<file path="src/rtl/digit_serial_mul.sv">
// rtl/digit_serial_mul.sv - digit-serial unsigned WIDTH x WIDTH multiplier built on one mul2x2
module mul2x2 (
  input  logic [1:0] a,
  input  logic [1:0] b,
  output logic [3:0] p
);
  assign p = a * b;
endmodule

module digit_serial_mul #(
  parameter int WIDTH = 8
) (
  input  logic                 clk,
  input  logic                 rst,
  input  logic                 in_valid,
  output logic                 in_ready,
  input  logic [WIDTH-1:0]     a,
  input  logic [WIDTH-1:0]     b,
  output logic                 out_valid,
  input  logic                 out_ready,
  output logic [2*WIDTH-1:0]   product,
  output logic                 busy
);
  localparam int D  = WIDTH / 2;
  localparam int IW = (D > 1) ? $clog2(D) : 1;
  localparam logic [IW-1:0] LAST = IW'(D - 1);

  typedef enum logic [1:0] {IDLE, CALC, DONE} state_t;

  state_t             state;
  logic [WIDTH-1:0]   a_l;
  logic [WIDTH-1:0]   b_l;
  logic [2*WIDTH-1:0] acc;
  logic [IW-1:0]      i;
  logic [IW-1:0]      j;

  logic [1:0]         da;
  logic [1:0]         db;
  logic [3:0]         pp;
  logic [IW:0]        sh;
  logic [2*WIDTH-1:0] pp_shift;

  // Digit pair select; the digit weight is 2*(i+j) and needs one extra bit of range.
  always_comb begin
    da       = 2'(a_l >> {i, 1'b0});
    db       = 2'(b_l >> {j, 1'b0});
    sh       = {1'b0, i} + {1'b0, j};
    pp_shift = (2*WIDTH)'(pp) << {sh, 1'b0};
  end

  mul2x2 u_mul2x2 (
    .a (da),
    .b (db),
    .p (pp)
  );

  assign product = acc;

  always_ff @(posedge clk) begin
    if (rst) begin
      state     <= IDLE;
      in_ready  <= 1'b1;
      out_valid <= 1'b0;
      busy      <= 1'b0;
      acc       <= '0;
      i         <= '0;
      j         <= '0;
      a_l       <= '0;
      b_l       <= '0;
    end else begin
      case (state)
        IDLE: begin
          if (in_valid) begin
            a_l      <= a;
            b_l      <= b;
            acc      <= '0;
            i        <= '0;
            j        <= '0;
            state    <= CALC;
            in_ready <= 1'b0;
            busy     <= 1'b1;
          end
        end
        CALC: begin
          acc <= acc + pp_shift;
          if (j == LAST) begin
            j <= '0;
            if (i == LAST) begin
              i         <= '0;
              state     <= DONE;
              out_valid <= 1'b1;
            end else begin
              i <= i + 1'b1;
            end
          end else begin
            j <= j + 1'b1;
          end
        end
        DONE: begin
          if (out_ready) begin
            state     <= IDLE;
            out_valid <= 1'b0;
            busy      <= 1'b0;
            in_ready  <= 1'b1;
          end
        end
        default: begin
          state     <= IDLE;
          in_ready  <= 1'b1;
          out_valid <= 1'b0;
          busy      <= 1'b0;
        end
      endcase
    end
  end
endmodule

</file>
<file path="config.mk">
export PLATFORM = sky130hd
export DESIGN_NAME = digit_serial_mul
export DESIGN_NICKNAME = d
export VERILOG_FILES = /design/src/rtl/digit_serial_mul.sv
export SDC_FILE = /design/constraint.sdc
export NUM_CORES = 1
export LEC_CHECK = 0
export ABC_AREA = 1
export CORE_UTILIZATION = 59
export CTS_CLUSTER_DIAMETER = 200
export DETAILED_ROUTE_END_ITERATION = 8
export PLACE_DENSITY = 0.95
export SLEW_MARGIN = 10
export SYNTH_ARGS = -nofsm -noshare
export SYNTH_HDL_FRONTEND = slang
export SYNTH_HIERARCHICAL = 1
export SYNTH_SLANG_ARGS = --single-unit
export TNS_END_PERCENT = 10
</file>
<file path="constraint.sdc">
create_clock -name clk -period 5.25 [get_ports clk]
set_clock_uncertainty 0.05 [all_clocks]
set_input_delay 0.525 -clock clk [delete_from_list [all_inputs] [get_ports clk]]
set_output_delay 0.525 -clock clk [all_outputs]
set_load 0.02 [all_outputs]
</file>
Word level (Yosys, flattened, before mapping)
Cells that the tools add are included.
- eq/ne operators: 8
- shifts and indexed selects: 3
- muxes and demuxes: 22
- bitwise logic cells: 2
- multiply operators: 1
- add/subtract/negate cells: 4
- reductions and logical operators: 8
- operator list (operator ; count):
    16-bit case mux with 2 select lines ; 1
    16-bit adder ; 1
    16-bit 2-to-1 mux ; 1
    2-bit 2-to-1 mux ; 8
    4-bit by 4-bit left shift with 16-bit output ; 1
    8-bit by 3-bit >> shifter with 2-bit output ; 2
    1-bit case mux with 3 select lines ; 3
    2-bit != test, second input constant ; 4
    2-bit case mux with 2 select lines ; 2
    4-bit AND reduction ; 2
    2-bit equality test, second input constant ; 3
    1-bit 2-to-1 mux ; 6
    2-bit case mux with 3 select lines ; 1
    3-bit AND reduction ; 2
    2-bit by 1-bit adder with 2-bit output, second input constant ; 2
    2-bit by 2-bit multiplier with 4-bit output ; 1
    2-bit AND reduction ; 2
    2-bit by 2-bit adder with 3-bit output ; 1
    2-bit by 1-bit equality test with 1-bit output, second input constant ; 1
    2-bit zero test ; 1
    1-bit NOT ; 2
    2-bit nonzero test ; 1
- output and inout port bits: 19
- bits of input ports: 20
- logic and storage cells: 57
- flip-flop bits (word level): 41

Depth between registers and ports, before layout
- depth after elaboration: 5
- depth in mapped cells: 21

Cells and area by module
Netlist, hierarchy kept.
- modules (own cells, without submodules) (module ; cells each ; area each (um2) ; instances ; seq. area each (um2)):
    digit_serial_mul ; 435 ; 2771.4 ; 1 ; 820.8
    mul2x2 ; 10 ; 55.1 ; 1 ; 0.0

Worst setup path before layout
Ideal clock, no wire load.
- path type: reg2reg
- start: register i[0]
- end: register acc[13] (netlist: product[13])
- period minus slack after synthesis: 2.762 ns
- path buffers: 0
- cell stages (with the launch flop): 18
- data required time: 5.068 ns
- setup slack: 2.488 ns
- arrival time: 2.580 ns
- setup time: 0.132 ns
- path through: dfxtp_1 > inv_1 > o21ai_0 > o22ai_1 > nand2_1 > inv_1 > ha_1 > ha_1 > mux2i_1 > nor3_1 > ha_1 > or2_1 > nand3_1 > nand2_1 > nand2_1 > nand3_1 > nand3_1 > a21oi_1
- longest elaborated chain between the ends: 5
- ends and longest elaborated chain (element ; RTL line ; text):
    start: declaration ; 34 ; logic [IW-1:0] i;
    start signal: assignment ; 93 ; i <= i + 1'b1;
    8-bit by 3-bit >> shifter with 2-bit output ; 45 ; da = 2'(a_l >> {i, 1'b0});
    via da[0] ; 37 ; logic [1:0] da;
    2-bit by 2-bit multiplier with 4-bit output ; 7 ; assign p = a * b;
    via pp[2] ; 39 ; logic [3:0] pp;
    4-bit by 4-bit left shift with 16-bit output ; 48 ; pp_shift = (2*WIDTH)'(pp) << {sh, 1'b0};
    16-bit adder ; 85 ; acc <= acc + pp_shift;
    16-bit case mux with 2 select lines ; 71 ; case (state)
    end signal: assignment ; 85 ;
    end: declaration ; 33 ; logic [2*WIDTH-1:0] acc;
The timed path passes the listed nets, and every way through them passes these cells.
A chain may end at the register's enable or synchronous reset.

Final worst setup path
- start: register i[0]
- end: register acc[11] (netlist: product[11])
Same word-level chain as after synthesis.

==> key figures <==
STA
  • Fin crit share: 0.650
  • Setup TNS: 0 ns
  • Tmin final: 3.41 ns
  • Final setup viols: 0
  • F_max: 293 MHz
  • Worst slew pin tran: 0.537 ns
  • RSZ-0062 raised after global routing: false
  • Hold Fails Final Rpt: 0
  • Count of pins over their slew limit: 0
  • Slew HR: 0.641

Floorplan
  • # IOs: 39
  • Die Span Y: 71.2 um
  • DIE WIDTH: 71.2 um
  • CORE AREA: 4470 um2
  • Die ar.: 5070 um2
  • Core Rows: 24
  • Starting Density: 0.632

CTS
  • Clock slew at reported path FFs: 0.09 ns
  • Resized Gates After CTS: 0
  • Clock buffer depth: 2
  • CTS Hold Bufs: 0
  • Clock Tree Root: clkbuf_8
  • Inserted Clock Buffers: 5
  • Worst-Skew Late Latency: 0.30 ns
  • CTS Sinks: 41
  • CTS H-tree lvls: 2
  • Post-CTS setup buffers: 0
  • CTS tree: built

Route
  • Vias per cell: 5.52
  • DR pass1 iterations: 7
  • Post-route ant nets: 0
  • Wirelength per Cell: 12.7 um
  • DRC errors left: 1
  • DRT iter0 DRCs: 227
  • Vias: 2943
  • Final WL: 6.78 mm

Power
  • Maximum vdd drop: 0.000160 V
  • Leakage power: 1.59 nW
  • Power density cells: 213 nW/um2
  • Overall Power: 0.706 mW

Place
  • Inst Count DP: 526
  • Final GP Congestion: 0.980
  • Post-DP HPWL: 5.20 mm
  • IO Port Bufs: 38

Synthesis
  • Warnings, synthesis: 6
  • Mapped Cells: 445
  • Synthesis-stage register bit count: 41
  • Yosys top cell area share: 0.290
  • Syn Nets: 487
  • Register area share after synthesis: 0.290
  • Mapped Area: 2830 um2
  • Netlist cell types: 33
  • Syn avg cell area: 6.35 um2
  • Synth area leader: dfxtp_1
  • Area contributors post-synth: dfxtp_1 (29%), nand2_1 (14%), nor2_1 (9.4%), ha_1 (8.9%), inv_1 (7.8%)

Run status
  • Failing checks: design-rule violations
  • Status: complete, but fails checks

Critical path
  • Crit path buf inv count: 2
  • Type of destination of the critical path: register
  • Largest delay contributor family on the critical path: simple AND/OR/NAND/NOR gates
  • Worst-path fanout max: 7
  • Crit-path most repeated cell: nand2_1
  • R2r startpoint: i[0]
  • Internal reg-to-reg setup slack: 1.84 ns
  • CP Cell Sequence: inv_1, o21ai_0, o22ai_1, nand2_1, inv_1, ha_1, ha_1, mux2i_1, nor3_1, ha_1, or2_1, nand3_1, nand2_1, nand2_1, nand2_1, nand2_1, nand3_1, a21oi_1
  • Slowest-stage cell, CP: dfxtp_1
  • Crit path required time: 5.43 ns
  • Worst r2r dst: product[11]
  • Slowest stage delay, CP: 0.48 ns
  • Critical path class: register to register
  • R2R cell count: 18
  • Crit path DAT: 3.59 ns
  • Crit start category: register

Global route
  • Initial antenna violation count: 0
  • Pin count of the biggest net entering global routing: 26
  • First-pass GRT wire length: 11.9 mm
  • Overflow after GRT: 0
  • GR Util All Layers: 0.293
  • Vias in the first global route: 2811

Layout
  • Footprint of the multi-input gates: 1700 um2
  • FILL cells: 370
  • Area Overhead vs Synth: 17.1%
  • Layout cells sized above 1: 0.0582
  • Final core occ: 0.740
  • Most frequent cells in the layout: nand2_1 (108), nor2_1 (71), inv_1 (59)
  • # diodes: 0
  • Fin cells: 533
  • # nets final: 523
  • FF+latch area: 821 um2
  • Most common cell after layout, fill and taps aside: nand2_1

Worst hold path
  • Worst Hold Depth: 2
  • Hold-critical path endpoint: b_l[4]
  • Hold path start: b_l[4]
  • Hold Path Class: register to register

Flow run
  • Number of max-cap violations: 0
[layer usage]
layer | vias up | part of all wire | GRT usage
met5 | - | 0 | 0
met4 | 0 | 0.023 | 0.109
met3 | 19 | 0.046 | 0.0520
met2 | 95 | 0.49 | 0.524
met1 | 1320 | 0.44 | 0.350
li1 | 1509 | - | -
[per-stage QoR]
stage	worst slack, ns	hold slack [ns]	cell area (um2)
after floorplan	2.49	0.400	2830
after global placement	2.08	0.417	3220
after detailed placement	2.01	0.418	3220
after CTS	1.94	0.437	3310
after global routing	1.63	0.458	3310
final	1.84	0.431	3310
[worst max path at each step]
stage / to / slack (ns) / from / depth (start not counted)
after floorplan: product[13] / 2.49 / i[0] / 17
after global placement: product[15] / 2.08 / i[0] / 18
after detailed placement: product[15] / 2.01 / i[0] / 18
after CTS: product[15] / 1.94 / i[0] / 18
after global routing: product[13] / 1.63 / i[0] / 18
final: product[11] / 1.84 / i[0] / 18
[synth_stat cells]
| master | number |
|---|---|
| fa_1 | 2 |
| a31oi_1 | 2 |
| nor2_8 | 1 |
| a21oi_2 | 3 |
| nor3_1 | 7 |
| nand4_1 | 3 |
| buf_8 | 1 |
| a211oi_1 | 2 |
| clkbuf_2 | 1 |
| buf_1 | 1 |
| o21ai_0 | 30 |
| o21ai_1 | 1 |
| nand2_2 | 8 |
| buf_4 | 2 |
| dfxtp_1 | 41 |
| nand3b_1 | 2 |
| nor2_4 | 3 |
| nand2_1 | 108 |
| clkbuf_1 | 3 |
| or2_1 | 2 |
| ha_1 | 20 |
| inv_1 | 59 |
| inv_2 | 2 |
| o22ai_1 | 6 |
| inv_4 | 2 |
| mux2i_1 | 1 |
| buf_2 | 2 |
| o31ai_1 | 1 |
| and2_1 | 1 |
| or2_2 | 1 |
| nand3_1 | 24 |
| nor2_1 | 71 |
| a21oi_1 | 32 |
[power by group]
part           internal (mW)  switching (mW)
registers              0.328          0.0133
logic                 0.0561          0.0907
clock network          0.104           0.113
total                  0.488           0.217
[sequential cells by signal (all words and copies together), names as in the netlist]
register and cells:
a_l 8, b_l 8, busy 1, i 2
in_ready 1, j 2, out_valid 1, product 16
state 2
[cell families after synthesis]
logic type,after synthesis,share of synthesized area
AND/OR/NAND/NOR,231,0.350
AO/OA/AOI/OAI,77,0.147
buffers and inverters,73,0.107
flip-flops,41,0.290
adder cells (fa/ha/maj),22,0.103
multiplexers,1,0.00354
[cell type report]
type / count / area share
sequential: 41 / 0.248
clock buffer: 6 / 0.0250
inverter: 63 / 0.0730
tap: 52 / 0.0197
timing repair buffer: 39 / 0.117
clock inverter: 1 / 0.00227
multi-input combinational: 331 / 0.515
[worst reg2reg max path: stages, from the launching register on]
cell and delay (ns):
dfxtp_1 0.48, inv_1 0.17, o21ai_0 0.20, o22ai_1 0.12
nand2_1 0.09, inv_1 0.04, ha_1 0.19, ha_1 0.29
mux2i_1 0.32, nor3_1 0.12, ha_1 0.35, or2_1 0.25
nand3_1 0.11, nand2_1 0.13, nand2_1 0.13, nand2_1 0.06
nand2_1 0.05, nand3_1 0.06, a21oi_1 0.14
Power figures use the tool's default switching activity.
